$ cat src/rtl/hazard_unit_pkg.sv
// Shared pipeline encodings for the hazard unit:
// forwarding selects and multicycle FSM states.
package hazard_unit_pkg;

   localparam logic [1:0] FWD_RF  = 2'b00;
   localparam logic [1:0] FWD_WB  = 2'b10;
   localparam logic [1:0] FWD_MEM = 2'b11;

   typedef enum logic {
      IDLE = 1'b0,
      BUSY = 1'b1
   } mul_state_t;

endpackage

$ cat src/rtl/hazard_fwd_mux_sel.sv
// Forward select for one EX operand.
// MEM result is younger than WB, so it wins.
module hazard_fwd_mux_sel
   import hazard_unit_pkg::*;
#(
   parameter int ADDR_W = 5
) (
   input  logic [ADDR_W-1:0] src,
   input  logic [ADDR_W-1:0] mem_rd,
   input  logic              mem_reg_write,
   input  logic [ADDR_W-1:0] wb_rd,
   input  logic              wb_reg_write,
   output logic [1:0]        sel
);

   logic mem_hit;
   logic wb_hit;

   assign mem_hit = mem_reg_write && (mem_rd != '0)
                    && (src == mem_rd);
   assign wb_hit  = wb_reg_write && (wb_rd != '0)
                    && (src == wb_rd);

   // pick the youngest producer of this operand
   always_comb begin
      sel = FWD_RF;
      if (mem_hit) begin
         sel = FWD_MEM;
      end else if (wb_hit) begin
         sel = FWD_WB;
      end
   end

endmodule

$ cat src/rtl/hazard_unit.sv
// Pipeline hazard unit: operand forwarding, load-use
// stalls and a scoreboard for one multicycle unit.
module hazard_unit
   import hazard_unit_pkg::*;
#(
   parameter int ADDR_W  = 5,
   parameter int NUM_SRC = 2,
   parameter int MUL_LAT = 4
) (
   input  logic                      clk,
   input  logic                      arst_n,
   input  logic [NUM_SRC*ADDR_W-1:0] id_src,
   input  logic [NUM_SRC-1:0]        id_src_used,
   input  logic [ADDR_W-1:0]         id_rd,
   input  logic                      id_reg_write,
   input  logic                      id_mul,
   input  logic [NUM_SRC*ADDR_W-1:0] ex_src,
   input  logic [ADDR_W-1:0]         ex_rd,
   input  logic                      ex_reg_write,
   input  logic                      ex_mem_read,
   input  logic [ADDR_W-1:0]         mem_rd,
   input  logic                      mem_reg_write,
   input  logic [ADDR_W-1:0]         wb_rd,
   input  logic                      wb_reg_write,
   input  logic                      flush,
   output logic [2*NUM_SRC-1:0]      forward_sel,
   output logic                      stall,
   output logic                      bubble,
   output logic                      mul_busy,
   output logic                      mul_done
);

   localparam int CNT_W = $clog2(MUL_LAT);
   localparam logic [CNT_W-1:0] CNT_INIT =
      CNT_W'(MUL_LAT - 1);

   mul_state_t        state;
   mul_state_t        state_nxt;
   logic [CNT_W-1:0]  cnt;
   logic [CNT_W-1:0]  cnt_nxt;
   logic [ADDR_W-1:0] mul_rd;
   logic [ADDR_W-1:0] mul_rd_nxt;

   logic load_use;
   logic sb_hit;
   logic raw_mul;
   logic hazard;
   logic issue;

   for (genvar k = 0; k < NUM_SRC; k++) begin : g_fwd
      hazard_fwd_mux_sel #(
         .ADDR_W (ADDR_W)
      ) u_sel (
         .src           (ex_src[k*ADDR_W +: ADDR_W]),
         .mem_rd        (mem_rd),
         .mem_reg_write (mem_reg_write),
         .wb_rd         (wb_rd),
         .wb_reg_write  (wb_reg_write),
         .sel           (forward_sel[2*k +: 2])
      );
   end

   // a used ID operand waits on a load still in EX
   always_comb begin
      load_use = 1'b0;
      if (ex_mem_read && ex_reg_write
          && (ex_rd != '0)) begin
         for (int k = 0; k < NUM_SRC; k++) begin
            if (id_src_used[k]
                && (id_src[k*ADDR_W +: ADDR_W] == ex_rd))
               load_use = 1'b1;
         end
      end
   end

   // a used ID operand reads the pending mul result
   always_comb begin
      raw_mul = 1'b0;
      if (mul_rd != '0) begin
         for (int k = 0; k < NUM_SRC; k++) begin
            if (id_src_used[k]
                && (id_src[k*ADDR_W +: ADDR_W] == mul_rd))
               raw_mul = 1'b1;
         end
      end
   end

   // busy unit blocks RAW, a second mul and WAW on mul_rd
   always_comb begin
      sb_hit = 1'b0;
      if (state == BUSY) begin
         sb_hit = raw_mul || id_mul
                  || (id_reg_write && (mul_rd != '0)
                      && (id_rd == mul_rd));
      end
   end

   assign hazard = load_use || sb_hit;
   assign stall  = hazard && !flush;
   assign bubble = hazard && !flush;
   assign issue  = id_mul && !stall && !flush;

   // scoreboard state, counter and tracked destination
   always_ff @(posedge clk or negedge arst_n) begin
      if (!arst_n) begin
         state  <= IDLE;
         cnt    <= '0;
         mul_rd <= '0;
      end else begin
         state  <= state_nxt;
         cnt    <= cnt_nxt;
         mul_rd <= mul_rd_nxt;
      end
   end

   // next-state: issue from IDLE, count down in BUSY
   always_comb begin
      state_nxt  = state;
      cnt_nxt    = cnt;
      mul_rd_nxt = mul_rd;
      mul_busy   = 1'b0;
      mul_done   = 1'b0;
      case (state)
         IDLE: begin
            if (issue) begin
               state_nxt  = BUSY;
               cnt_nxt    = CNT_INIT;
               mul_rd_nxt = id_reg_write ? id_rd : '0;
            end
         end
         BUSY: begin
            mul_busy = 1'b1;
            if (cnt == '0) begin
               mul_done  = 1'b1;
               state_nxt = IDLE;
            end else begin
               cnt_nxt = cnt - CNT_W'(1);
            end
         end
      endcase
   end

endmodule

$ cat config.mk
export PLATFORM = sky130hd
export DESIGN_NAME = hazard_unit
export DESIGN_NICKNAME = d
export VERILOG_FILES = /design/src/rtl/hazard_unit_pkg.sv /design/src/rtl/hazard_fwd_mux_sel.sv /design/src/rtl/hazard_unit.sv
export SDC_FILE = /design/constraint.sdc
export NUM_CORES = 1
export LEC_CHECK = 0
export CORE_MARGIN = 2
export CORE_UTILIZATION = 35
export CTS_BUF_LIST = sky130_fd_sc_hd__clkbuf_8
export DETAILED_ROUTE_END_ITERATION = 12
export GPL_TIMING_DRIVEN = 0
export PLACE_DENSITY_LB_ADDON = 0.15
export REMOVE_ABC_BUFFERS = 1
export SYNTH_ARGS = -nofsm -noshare
export SYNTH_HDL_FRONTEND = slang
export SYNTH_SLANG_ARGS = --single-unit
$ cat constraint.sdc
create_clock -name clk -period 2 [get_ports clk]
set_input_delay 0.5 -clock clk [delete_from_list [all_inputs] [get_ports clk]]
set_output_delay 0.5 -clock clk [all_outputs]
set_load 0.01 [all_outputs]
==> results.toml, run 1 <==
[outcome]
status = "complete, but fails checks"
failed_checks = "negative setup slack"

[timing]
rsz0062_at_grt = "true"
min_period_ns = 2.31
slew_headroom_pct = 75.2
slew_violations = 0
finClkSkew_ns = 0.00200
setup_ws_ns = -0.308
setup-violations-final = 6
tightest_slew_ns = 0.371
fmax_ghz = 0.433
hold_violations = 0
fin_crit_sh_pct = 115
fin_tns_setup_ns = -1.40

[synth]
netlist_instances = 115
synth_edf_count = 0
synth_top_cell_area_share_pct = 22.8
yosysUniqueCellTypes = 27
syn_avg_cell_area_um2 = 8.70
synth_compound_area_share_pct = 9.13
ys_ff_latch = 8
yosysSeqAreaShare_pct = 20.0
synth_warnings = 0
synth_simple_gate_area_share_pct = 19.1
synth_xor_area_share_pct = 40.3
synth_area_leaders = "xor2_1 23%, dfrtp_1 20%, xnor2_1 18%"
ys.flop_type = "dfrtp_1"
yosys.cell_count.top_type = "xor2_1"
synthAdderAreaFrac_pct = 1.25
synth_top_area_cell = "xor2_1"
synth_top_family_by_area = "XOR/XNOR gates"
yosys-top-cells-count = "26 x xor2_1, 20 x xnor2_1, 8 x dfrtp_1, 8 x nand2_1, 8 x nor4_1"
async_reset_ff_share_pct = 100
synth_area_um2 = 1000
muxShareOfSynthArea_pct = 5.00

[setup_path]
crit_required_ns = 1.50
critPathArrivalTime_ns = 1.81
end_kind = "primary output"
critPathLaunchType = "primary input"
crit_fanout = 2
critPathKind = "in -> out"

[floorplanning]
fp-row-count = 19
design.core.area_um2 = 2730
die_y_um = 57.5
ioPinCount = 59
die_area_um2 = 3300
die_width_um = 57.5
start_util_pct = 36.6

[power_and_ir_drop]
swShare_pct = 39.3
p_leak_nw = 0.755
comb_power_share_pct = 56.8
p_clk_share_pct = 16.1
peakVddDrop_mv = 0.629
p_per_area_nw_per_um2 = 740
p_sw_uw = 491
power_frac_seq_pct = 27.1
total_power_mw = 1.25
internal-power_uw = 760

[clock_tree]
cts_sinks = 8
cts_tree = "yes"
clock_latency_ns = 0.23
clockRootBuffer = "clkbuf_8"
clk_pin_slew_ns = 0.04
holdBufCountCts = 0
cts_max_level = 1
clock_path_buffers = 2
numCtsBuffers = 3

[drt]
viasPerCell = 5.07
firstDrtPassIters = 2
first_iter_violations = 9
drc = 0
wl_per_cell_um = 14.9
ant_nets = 0
wirelength_um = 3130
vias = 1064

[grt]
grt_max_degree = 9
gr-total-overflow = 0
grt_usage_pct = 20.1
grt_pass1_vias = 1174
grt_pass1_wl_um = 5200
antenna_found_initial = 0

[hold_path]
hp-class = "in -> reg"

[finish]
area_delta_synth_final_pct = 68.9
insertedDiodeCount = 0
design_area_um2 = 1690
nNetsFinal = 233
drive_gt1_share_pct = 34.6

[place]
dp_hpwl_um = 2440
placed_area_um2 = 1590
gp_congestion = 0.825
io_buffers = 58

[job]
max_cap_violations = 0
## worst max-delay path: stages
cell             delay [ns]
clkdlybuf4s15_1        0.19
xor2_1                 0.15
nor4_1                 0.27
nand3_1                0.14
a21oi_2                0.17
o31ai_2                0.08
a21oi_2                0.16
buf_2                  0.15
## area by class of cell
cell class | instances | area [um^2]
fill | 277 | 1040
multi-input combinational | 96 | 843
clock buffer | 3 | 41.3
tap | 31 | 38.8
inverter | 7 | 26.3
timing repair buffer | 65 | 534
sequential | 8 | 206
## state kept, by name (all words and copies together), names as in the netlist
name and count:
mul_rd 5, cnt 2, state 1
## layout by cell type (no fill, tap or decap), types with 3 or more instances in the layout
| master | synthesis | layout |
|---|---|---|
| xor2_1 | 26 | 26 |
| xnor2_1 | 20 | 20 |
| buf_2 | 0 | 18 |
| clkdlybuf4s50_1 | 0 | 13 |
| dlygate4sd2_1 | 0 | 13 |
| nand2_1 | 8 | 8 |
| buf_4 | 3 | 8 |
| inv_1 | 7 | 7 |
| nand3_1 | 6 | 5 |
| mux2i_1 | 5 | 5 |
| dfrtp_2 | 0 | 5 |
| nor4_1 | 8 | 4 |
| clkdlybuf4s15_1 | 0 | 4 |
| buf_6 | 0 | 4 |
| or4_4 | 1 | 3 |
| clkbuf_8 | 0 | 3 |
| dfrtp_1 | 8 | 3 |
## path summary, 6_finish.rpt
| check | endpoint | startpoint | cells after the start | slack [ns] |
|---|---|---|---|---|
| hold / removal | mul_rd[3] | id_rd[3] | 3 | 0.53 |
| setup / recovery | stall | id_rd[1] | 8 | -0.31 |
| max in group asynchronous | mul_rd[0] | arst_n | 1 | 1.16 |
| min in group asynchronous | mul_rd[2] | arst_n | 1 | 0.55 |
| hold reg to reg | cnt[1] | cnt[1] | 2 | 0.54 |
| setup reg to reg | cnt[0] | cnt[0] | 5 | 0.70 |
## per-layer routing
layer / vias to the layer above / global-route usage [%] / wire, um
met5: - / 0 / 0
met4: 0 / 7.97 / 51
met3: 6 / 1.81 / 111
met2: 27 / 40.4 / 1790
met1: 505 / 20.9 / 1180
li1: 526 / - / -
## power by group through the flow
stage,sequential [mW],clock [mW],combinational [mW]
finish,0.339,0.202,0.711
global route,0.349,0.218,0.786
CTS,0.335,0.208,0.692
detailed placement,0.352,0,0.623
global placement,0.341,0,0.605
floorplan,0.329,0,0.379
## what timing repair did
item | in CTS | in global routing
resized for setup | 150 | 10
setup buffers | 6 | 1
endpoints found under the hold margin | 0 | 0
pin swaps | 24 | 15
setup endpoints to repair | 12 | 6
## through the flow
stage / instances / setup slack [ns] / hold slack (ns) / utilization [%]
3_3_place_gp: 200 / -1.09 / 0.492 / 58.3
2_1_floorplan: 111 / -0.0959 / 0.204 / -
6_report: 210 / -0.308 / 0.532 / 61.8
5_1_grt: 210 / -0.368 / 0.542 / 61.8
4_1_cts: 209 / -0.269 / 0.532 / 60.5
3_5_place_dp: 200 / -1.12 / 0.507 / 58.3
## logic make-up (layout without fill, tap and decap cells)
logic type / count (synthesis) / in the layout
xor+xnor: 46 / 46
compound gates: 11 / 11
mux: 5 / 5
buf+inv: 11 / 75
simple gates: 33 / 33
flops: 8 / 8
fa+ha+maj: 1 / 1
No activity file was read; power rests on OpenSTA's default activity.
==> run 2, diff against run 1 <==
Settings changed: RECOVER_POWER set to 25, REMOVE_ABC_BUFFERS 1 to not set.
==> results.toml, run 2 (synthesis results as in run 1) <==
[grt]
use_met2_pct = 36.0
antenna_found_initial = 0
gr-total-overflow = 0
grt_use_met1_pct = 22.1
grt_usage_pct = 19.3
grt_max_degree = 9
met3_usage_pct = 2.27
grt_pass1_wl_um = 5070
top_usage_layer = "met2"
grt_pass1_vias = 1122

[finish]
stdcell_count = 213
mostFrequentLayoutCells = "25 x xor2_1, 20 x xnor2_1, 12 x dlygate4sd2_1, 12 x clkdlybuf4s50_1, 11 x buf_2"
final.fill_count = 247
finish.utilization_pct = 63.2
design_area_um2 = 1730
nNetsFinal = 236
drive_gt1_share_pct = 36.3
largest_register_ffs = 5
top_register = "mul_rd"
reg_top3 = "mul_rd (5), cnt (2), state (1)"
area_delta_synth_final_pct = 72.6
insertedDiodeCount = 0
layout_commonest_cell = "xor2_1"

[power_and_ir_drop]
p_clk_share_pct = 15.2
p_sw_uw = 483
power_frac_seq_pct = 27.2
comb_power_share_pct = 57.5
p_per_area_nw_per_um2 = 730
total_power_mw = 1.26
swShare_pct = 38.3
internal-power_uw = 779
peakVddDrop_mv = 0.661
p_leak_nw = 0.781

[timing]
fmax_ghz = 0.422
slew_headroom_pct = 73.0
fin_crit_sh_pct = 119
setup_ws_ns = -0.371
fin_tns_setup_ns = -1.50
holdWs_ns = 0.517
slew_violations = 0
min_period_ns = 2.37
finClkSkew_ns = 0.00291
tightest_slew_ns = 0.403
hold_violations = 0
setup-violations-final = 6
rsz0062_at_grt = "true"

[clock_tree]
holdBufCountCts = 0
clk_pin_slew_ns = 0.04
cts_tree = "yes"
clockRootBuffer = "clkbuf_8"
cts_sinks = 8
clock_latency_ns = 0.23
numCtsBuffers = 3
clock_path_buffers = 2
cts_max_level = 1

[place]
io_buffers = 58
placed_area_um2 = 1640
place_inst = 204
gp_congestion = 0.840
dp_hpwl_um = 2480
dpl_worst_slack_ns = -1.18

[drt]
wl_per_cell_um = 14.5
ant_nets = 0
viasPerCell = 4.96
wirelength_um = 3090
firstDrtPassIters = 2
first_iter_violations = 12
vias = 1057
drc = 0

[setup_path]
slowest_delay_ns = 0.43
critPathArrivalTime_ns = 1.87
path_common_cell = "buf_6"
path_cells = "xor2_1 > nor4_1 > nand3_1 > a21oi_2 > o31ai_2 > a21oi_4 > buf_6 > buf_6"
crit_fanout = 5
crit_slowest_cell = "dfrtp_2"
end_kind = "primary output"
critPathKind = "reg -> out"
crit_required_ns = 1.50
critPathLaunchType = "flop"

[floorplanning]
design.core.area_um2 = 2730
die_width_um = 57.5
die_area_um2 = 3300
fp-row-count = 19
ioPinCount = 59
die_y_um = 57.5
start_util_pct = 36.6

[outcome]
failed_checks = "negative setup slack"
status = "complete, but fails checks"

[job]
max_cap_violations = 0

[hold_path]
hp-class = "reg -> reg"

[synth]
synth_nets = 167
[run 2: area by class of cell]
cell class,count,area [um^2],area share (%)
Buffer,3,26.3,1.52
Tap cell,31,38.8,2.24
Sequential cell,8,205,11.9
Inverter,7,26.3,1.52
Timing Repair Buffer,65,531,30.7
Clock buffer,3,41.3,2.39
Multi-Input combinational cell,96,860,49.7
[run 2: power groups by stage]
stage	clock network, mW	registers [mW]	logic (mW)
floorplan	0	0.317	0.410
global placement	0	0.326	0.640
detailed placement	0	0.331	0.665
CTS	0.200	0.344	0.674
global route	0.210	0.357	0.813
finish	0.192	0.344	0.726
[run 2: layer usage]
metal	up-vias	wire length [um]
li1	534	-
met1	497	1250
met2	24	1680
met3	2	150
met4	0	12
met5	-	0
[run 2: timing repair]
item                       in CTS  in global routing
gates resized for setup       124                 29
buffers inserted                4                  3
setup endpoints to repair      14                  9
pin swaps                      24                 23
[run 2: worst max-delay path: cells and delay by family (launching register included)]
family / cells / cell delay (ns)
compound gates: 3 / 0.39
xor+xnor: 1 / 0.15
buf+inv: 2 / 0.20
flops: 1 / 0.43
simple gates: 2 / 0.48
[run 2: worst paths after layout]
kind                                start         to  slack, ns  cells after the start
worst max-delay path            mul_rd[0]      stall      -0.37                      8
worst min-delay path               cnt[1]     cnt[1]       0.52                      2
worst max register to register     cnt[0]     cnt[0]       0.71                      5
worst min register to register     cnt[1]     cnt[1]       0.52                      2
max in group asynchronous          arst_n  mul_rd[3]       1.05                      1
min in group asynchronous          arst_n     cnt[1]       0.64                      1
